===== config.mk =====
export PLATFORM = sky130hd
export DESIGN_NAME = flash_read_sequencer
export DESIGN_NICKNAME = d
export VERILOG_FILES = /design/src/rtl/ipod_pkg.sv /design/src/rtl/wrap_addr_counter.sv /design/src/rtl/flash_read_sequencer.sv
export SDC_FILE = /design/constraint.sdc
export NUM_CORES = 1
export LEC_CHECK = 0
export CORE_ASPECT_RATIO = 0.6
export CORE_MARGIN = 3
export CORE_UTILIZATION = 53
export DETAILED_ROUTE_END_ITERATION = 6
export PLACE_DENSITY = 0.93
export SYNTH_ARGS = -nofsm -noshare
export SYNTH_HDL_FRONTEND = slang
export SYNTH_SLANG_ARGS = --single-unit

===== constraint.sdc =====
create_clock -name clk -period 5.1 [get_ports clk]
set_input_delay 1.02 -clock clk [delete_from_list [all_inputs] [get_ports clk]]
set_output_delay 1.02 -clock clk [all_outputs]
set_load 0.005 [all_outputs]

===== src/rtl/ipod_pkg.sv =====
// Shared constants and the sequencer state type for the audio flash path.
package ipod_pkg;

  localparam int FLASH_ADDR_W = 23;
  localparam logic [FLASH_ADDR_W-1:0] AUDIO_LAST_ADDR = 23'h7FFFF;

  typedef enum logic [1:0] {
    IDLE,
    REQ,
    WAIT_VALID,
    DONE
  } seq_state_t;

endpackage


===== src/rtl/wrap_addr_counter.sv =====
// Up/down word-address counter that wraps between 0 and LAST, with a
// synchronous load that takes priority over stepping.
module wrap_addr_counter #(
  parameter int W = 23,
  parameter logic [W-1:0] LAST = '1
) (
  input  logic         clk,
  input  logic         rst_n,
  input  logic         step,
  input  logic         down,
  input  logic         load,
  input  logic [W-1:0] load_val,
  output logic [W-1:0] count
);

  localparam logic [W-1:0] ONE = W'(1);

  always_ff @(posedge clk or negedge rst_n) begin
    if (!rst_n) begin
      count <= '0;
    end else if (load) begin
      count <= load_val;
    end else if (step) begin
      if (down) count <= (count == '0) ? LAST : count - ONE;
      else      count <= (count == LAST) ? '0 : count + ONE;
    end
  end

endmodule


===== src/rtl/flash_read_sequencer.sv =====
// Fetches one 32-bit flash word per two sample requests, stepping the word
// address forward or backward with wrap, and applies deferred restarts.
module flash_read_sequencer
  import ipod_pkg::*;
#(
  parameter int ADDR_W = FLASH_ADDR_W,
  parameter logic [ADDR_W-1:0] LAST_ADDR = AUDIO_LAST_ADDR
) (
  input  logic              clk,
  input  logic              rst_n,
  input  logic              read_start,
  input  logic              back_mode,
  input  logic              restart,
  output logic              flash_mem_read,
  input  logic              flash_mem_waitrequest,
  output logic [ADDR_W-1:0] flash_mem_address,
  output logic [3:0]        flash_mem_byteenable,
  input  logic [31:0]       flash_mem_readdata,
  input  logic              flash_mem_readdatavalid,
  output logic [31:0]       data_out,
  output logic              read_finish,
  output logic              is_first
);

  // Handshakes: read_start and read_finish are single-cycle pulses. The
  // Avalon read holds flash_mem_read and the address until a cycle with
  // waitrequest low (accepted); data is taken only when readdatavalid is high.

  seq_state_t        state;
  logic              phase;
  logic              restart_pending;
  logic [31:0]       word;
  logic              cnt_step;
  logic              cnt_load;
  logic [ADDR_W-1:0] cnt_load_val;

  // Restart beats the address step when both land in DONE.
  assign cnt_load     = restart_pending && (state == IDLE || state == DONE);
  assign cnt_step     = (state == DONE) && phase && !restart_pending;
  assign cnt_load_val = back_mode ? LAST_ADDR : '0;

  assign flash_mem_byteenable = 4'hF;
  assign data_out             = word;

  wrap_addr_counter #(
    .W    (ADDR_W),
    .LAST (LAST_ADDR)
  ) u_addr (
    .clk      (clk),
    .rst_n    (rst_n),
    .step     (cnt_step),
    .down     (back_mode),
    .load     (cnt_load),
    .load_val (cnt_load_val),
    .count    (flash_mem_address)
  );

  always_ff @(posedge clk or negedge rst_n) begin
    if (!rst_n) begin
      state           <= IDLE;
      phase           <= 1'b0;
      restart_pending <= 1'b0;
      word            <= '0;
      flash_mem_read  <= 1'b0;
      read_finish     <= 1'b0;
      is_first        <= 1'b0;
    end else begin
      read_finish     <= 1'b0;
      restart_pending <= restart | (restart_pending & ~cnt_load);
      if (cnt_load)           phase <= 1'b0;
      else if (state == DONE) phase <= ~phase;

      case (state)
        IDLE: begin
          // A restart being applied this cycle forces a fresh fetch.
          if (read_start) begin
            if (phase && !restart_pending) begin
              state       <= DONE;
              read_finish <= 1'b1;
              is_first    <= 1'b0;
            end else begin
              state          <= REQ;
              flash_mem_read <= 1'b1;
            end
          end
        end
        REQ: begin
          if (!flash_mem_waitrequest) begin
            flash_mem_read <= 1'b0;
            state          <= WAIT_VALID;
          end
        end
        WAIT_VALID: begin
          if (flash_mem_readdatavalid) begin
            word        <= flash_mem_readdata;
            state       <= DONE;
            read_finish <= 1'b1;
            is_first    <= 1'b1;
          end
        end
        DONE:    state <= IDLE;
        default: state <= IDLE;
      endcase
    end
  end

endmodule

==> reports/metrics.cfg, run 1 <==
[hold_path]
whs_endpoint = data_out[10]
hold_depth = 1
hold_path_startpoint = data_out[10]
hold_class = flip-flop to flip-flop

[routing]
ant_nets = 0
avgRoutedWirePerCell_um = 19.3
num_vias = 3633
drt-pass1-iter-count = 7
drt_iter0_drc = 513
drc = 2
drt_wl_total_mm = 11.1
vias_per_cell = 6.32

[grt]
grt_max_degree = 63
antenna_found_initial = 0
grt_pass1_wl_mm = 17.3
gr-usage-all-layers = 0.269
grt-ovfl-total = 0
grt_pass1_vias = 3421

[power]
pwr-share-comb = 0.470
power_frac_seq = 0.332
ir_drop_mv = 0.324
switching_share = 0.386
power_leakage_nw = 1.93
intPower_mw = 1.85
p_switching_mw = 1.16
pwr_density_cell_nw_per_um2 = 606
finalPower_mw = 3.01
clkPwrFrac = 0.198

[logic_synthesis]
ys_types = 59
ys_seq_area_frac = 0.413
ys_ff_latch = 62
synth_edf_count = 0
syn-mean-instance-area_um2 = 9.33
synthCells = 403
yosys_warnings = 0
syn_area_um2 = 3760
synth-main-ff-cell = dfrtp_1
async_flop_share = 1.00

[cts]
post_cts_resized = 0
clockBufferDepth = 2
cts_made_buffers = 9
path_clk_slew_ns = 0.06
cts_tree = done
clockRootBuffer = clkbuf_16
clkLatencyLatePin_ns = 0.33
cts_post_setup_buffers_inserted = 0
clkSinkCount = 62
htree_levels = 3
cts_hold_buf = 0

[sta]
worst_slew_pin_slew_ns = 1.11
hold_viol = 0
slew_viol_final = 0
fmax_mhz = 288
period_minus_slack_ns = 3.47
finalClockSkew_ns = 0.00708
max_slew_margin = 0.252
setup_ws_ns = 1.63
rsz0062_at_grt = no
setup_viol = 0
setup_tns_ns = 0
timing.final.crit_share = 0.681

[floorplanning]
rows = 23
dieWidth_um = 115
ios = 101
start_util = 0.556
die-height_um = 71.2
die_area_um2 = 8170
core_um2 = 6760

[setup_path]
critical-path-top-delay-family = buffers and inverters
critPathCaptureType = flip-flop
r2r_end = u_addr.count[14]
crit_chain = clkdlybuf4s50_1 -> clkinv_1 -> o31ai_1 -> nor3_1 -> o21ai_0 -> o31ai_1
path_common_cell = o31ai_1
cp_slowest_cell = clkdlybuf4s50_1
r2r_cells = 8
cp-startpoint = back_mode
path_max_fanout = 23
reg2reg_from = u_addr.count[0]
critPathMaxStageDelay_ns = 0.96
cp.buffers_inverters = 2
crit_arrival_ns = 3.67
required_ns = 5.30
r2r_slack_ns = 1.76
start_kind = input port
worstSetupPathType = input port to flip-flop

[cells_and_area]
nets = 530
antenna_cells = 0
mostFrequentLayoutCells = clkdlybuf4s50_1, dfrtp_1, nand2_1
drive_gt1_frac = 0.125
area_growth_syn_to_layout_pct = 32.4
final_common_cell = clkdlybuf4s50_1

[placement]
pre_cts_ws_ns = 1.39
gp_congestion = 0.974
port_buffers = 96
dpl.hpwl_mm = 7.76

[run_status]
violations = design-rule violations
status = complete, but fails checks

[run]
cap_violations = 0

area by class of cell:
cell class                      instances  area, um^2
Timing Repair Buffer                   98         971
Inverter                               15        56.3
Clock inverter                          6        63.8
Sequential cell                        62        1550
Tap cell                               87         109
Multi-Input combinational cell        298        2000
Fill cell                             461        1790
Clock buffer                            9         225
Yosys cell counts (2+ instances only):
library cell | instances | share of area
a21oi_1 | 17 | 0.023
o21a_1 | 6 | 0.012
clkbuf_1 | 12 | 0.012
or4_1 | 3 | 0.0060
inv_1 | 14 | 0.014
a31oi_1 | 8 | 0.013
nor3_1 | 16 | 0.021
xnor2_1 | 8 | 0.019
clkbuf_2 | 2 | 0.0027
or3_1 | 5 | 0.0083
ha_1 | 7 | 0.023
nand3b_1 | 2 | 0.0040
nor3_2 | 2 | 0.0053
o211ai_1 | 6 | 0.012
o311ai_0 | 2 | 0.0047
and4_1 | 2 | 0.0047
nor4_1 | 6 | 0.010
mux2i_1 | 6 | 0.016
buf_4 | 5 | 0.010
mux2_2 | 32 | 0.096
nand2b_1 | 2 | 0.0033
nor2_1 | 28 | 0.028
a21o_1 | 3 | 0.0060
xor2_1 | 7 | 0.016
a31o_2 | 2 | 0.0047
and3_1 | 3 | 0.0050
o31a_1 | 2 | 0.0047
nor4b_1 | 2 | 0.0047
nand4_1 | 11 | 0.018
nand2_1 | 36 | 0.036
o21ai_1 | 2 | 0.0027
o31ai_1 | 3 | 0.0060
nor2b_1 | 4 | 0.0067
buf_1 | 3 | 0.0030
nor4_2 | 2 | 0.0067
buf_6 | 2 | 0.0060
nand3_1 | 12 | 0.016
o21ai_0 | 29 | 0.039
dfrtp_1 | 62 | 0.41
and2_1 | 2 | 0.0033
buf_2 | 7 | 0.0093
layer usage:
layer,routed length [um],up-vias,part of all wire,track usage
met3,1310,51,0.12,0.0844
met4,385,0,0.035,0.111
met2,4880,258,0.44,0.398
met1,4530,1704,0.41,0.370
li1,-,1620,-,-
met5,0,-,0,0
power groups by stage:
stage | sequential [mW] | combinational (mW) | clock [mW]
after detailed placement | 0.995 | 1.38 | 0
after CTS | 0.990 | 1.40 | 0.601
after global routing | 1.04 | 1.53 | 0.622
after floorplan | 0.884 | 0.846 | 0
after global placement | 0.971 | 1.35 | 0
final | 1.00 | 1.42 | 0.595
metrics by stage:
step | util | cell area (um^2) | hold slack (ns) | std cells
floorplan | - | 3770 | 0.500 | 406
global placement | 0.693 | 4690 | 0.486 | 560
detailed placement | 0.693 | 4690 | 0.494 | 560
CTS | 0.736 | 4980 | 0.505 | 575
global route | 0.736 | 4980 | 0.523 | 575
finish | 0.736 | 4980 | 0.505 | 575
cells by family (layout without fill, tap and decap cells):
logic type / Yosys count / after routing / synth area share
AOI/OAI and AO/OA: 93 / 93 / 0.165
other: 1 / 4 / 0.000998
buffers and inverters: 46 / 128 / 0.0579
adders and majority gates: 7 / 7 / 0.0233
and+or+nand+nor: 141 / 141 / 0.193
DFF: 62 / 62 / 0.413
xor gates and xnor gates: 15 / 15 / 0.0350
muxes: 38 / 38 / 0.112
worst register-to-register path: stages (launching register included):
cell and delay, ns:
dfrtp_1 0.49, inv_1 0.13, ha_1 0.24, nor4b_1 0.91, nand3_1 0.47, or3_1 0.45
xnor2_1 0.14, o21ai_0 0.26, nand4_1 0.11
flip-flops by register name (all words and copies together) (netlist names):
register	cells
data_out	32
u_addr.count	23
is_first	1
restart_pending	1
flash_mem_read	1
read_finish	1
state	2
phase	1
how the worst max path moves through the flow:
stage | end | cells past startpoint
after floorplan | u_addr.count[14] | 8
after global placement | u_addr.count[22] | 6
after detailed placement | u_addr.count[20] | 6
after CTS | u_addr.count[20] | 6
after global routing | u_addr.count[20] | 6
final | u_addr.count[20] | 6
(Power assumes the default switching activity.)
==> run 2: changes to the inputs <==
CORE_UTILIZATION = 49   (was 53)
PLACE_DENSITY = 0.88   (was 0.93)
clock period = 3.5 ns   (was 5.1 ns; I/O delays follow)
==> run 2 against run 1 <==
Compared with the run above: the flow now finishes without violations; sequential share of layout area decreased by 0.62 points; largest power group unchanged; first-iteration DRC count decreased by 6.6%; worst hold slack got worse by 0.21 ns; die area increased by 7.6%; via count increased by 0.30%; register-to-register slack got worse by 1.1 ns; critical endpoint is now u_addr.count[9].
==> reports/metrics.cfg, run 2 (same netlist as run 1, synthesis figures left out) <==
[run_status]
status = finished, final reports clean

[grt]
grt_pass1_wl_mm = 18.4
grt_max_degree = 47
grt_pass1_vias = 3526
grt-ovfl-total = 0
gr-usage-all-layers = 0.266
antenna_found_initial = 0

[cells_and_area]
largest_reg_flops = 32
nets = 537
drive_gt1_frac = 0.135
area_growth_syn_to_layout_pct = 35.1
fin_util = 0.690
antenna_cells = 0
final_common_cell = clkdlybuf4s50_1
mostFrequentLayoutCells = clkdlybuf4s50_1, dfrtp_1, nand2_1
post-route-cell-area_um2 = 5080

[routing]
drt_wl_total_mm = 11.6
drt-pass1-iter-count = 6
avgRoutedWirePerCell_um = 19.3
num_vias = 3644
vias_per_cell = 6.07
ant_nets = 0
drc = 0
drt_iter0_drc = 479

[setup_path]
path_common_cell = o211ai_1
cp_slowest_cell = or4_1
cp-startpoint = u_addr.count[0]
required_ns = 3.71
critPathCaptureType = flip-flop
critPathMaxStageDelay_ns = 0.83
crit_chain = ha_1 -> nand4_1 -> or4_1 -> o211ai_1 -> a21o_1 -> o211ai_1 -> o21a_1
reg2reg_from = u_addr.count[0]
path_max_fanout = 9
crit_arrival_ns = 3.02
worstSetupPathType = flip-flop to flip-flop
start_kind = flip-flop

[floorplanning]
die_area_um2 = 8790
start_util = 0.511
ios = 101
die-height_um = 73.8
dieWidth_um = 119
core_um2 = 7360
rows = 24

[cts]
clockRootBuffer = clkbuf_16
cts_tree = done
clockBufferDepth = 2
htree_levels = 3
cts_post_setup_buffers_inserted = 0
path_clk_slew_ns = 0.06
cts_made_buffers = 9
cts_hold_buf = 0
clkLatencyLatePin_ns = 0.33
clkSinkCount = 62
post_cts_resized = 0

[run]
cap_violations = 0

[power]
pwr_density_cell_nw_per_um2 = 892
power_leakage_nw = 1.99
ir_drop_mv = 0.550

[sta]
setup_ws_ns = 0.691
setup_viol = 0
hold_viol = 0
max_slew_margin = 0.484
finalClockSkew_ns = 0.00520
period_minus_slack_ns = 2.81
timing.final.crit_share = 0.803
worst_slew_pin_slew_ns = 0.771
fmax_mhz = 356
rsz0062_at_grt = no
setup_tns_ns = 0
slew_viol_final = 0
whs_ns = 0.299

[placement]
place_area_um2 = 4760
pre_cts_ws_ns = 0.806
port_buffers = 96
gp_congestion = 1.01
dpl.hpwl_mm = 8.21

[hold_path]
hold_class = input port to asynchronous set/reset pin

## run 2: changes by cell type in the layout (fill, tap and decap cells not counted), sizes merged
cell	previous run	this run
clkinvlp	2	0
buf	3	10
clkbuf	9	12
bufinv	1	2
clkinv	4	3
## run 2: area by class of cell
class,count,area [um^2]
flip-flops and latches,62,1550
inverters,15,56.3
multi-input cells,298,2000
clock buffers,12,246
well taps,104,130
fillers,562,2280
repair buffers,105,1020
clock inverters,4,70.1
## run 2: worst paths after layout
| check | to | slack [ns] | cells after the start |
|---|---|---|---|
| min in group clk | data_out[5] | 0.50 | 1 |
| worst max register to register | u_addr.count[9] | 0.69 | 7 |
| worst min-delay path | data_out[8] | 0.30 | 1 |
| max in group asynchronous | data_out[25] | 2.27 | 2 |
| worst min register to register | data_out[5] | 0.50 | 1 |
| worst max-delay path | u_addr.count[9] | 0.69 | 7 |
## run 2: per-stage QoR
stage	power (mW)	instances
3_3_place_gp	3.42	584
6_report	4.53	600
5_1_grt	4.81	600
3_5_place_dp	3.52	584
4_1_cts	4.51	600
2_1_floorplan	2.52	406
## run 2: worst max-delay path, delay by kind of cell (launching register included)
| family | cells | cell delay (ns) |
|---|---|---|
| and+or+nand+nor | 2 | 1.03 |
| AOI/OAI and AO/OA | 4 | 0.86 |
| DFF | 1 | 0.48 |
| adders and majority gates | 1 | 0.32 |
## run 2: power by group
part | switching, mW | internal, mW
logic | 0.975 | 1.14
registers | 0.405 | 1.05
clock network | 0.315 | 0.640
## run 2: routing by layer
| metal | global-route usage | part of all wire | vias to the layer above | routed length [um] |
|---|---|---|---|---|
| met5 | 0 | 0 | - | 0 |
| met4 | 0.0847 | 0.015 | 0 | 178 |
| met3 | 0.0846 | 0.11 | 23 | 1270 |
| met2 | 0.417 | 0.46 | 247 | 5370 |
| met1 | 0.355 | 0.41 | 1741 | 4750 |
| li1 | - | - | 1633 | - |
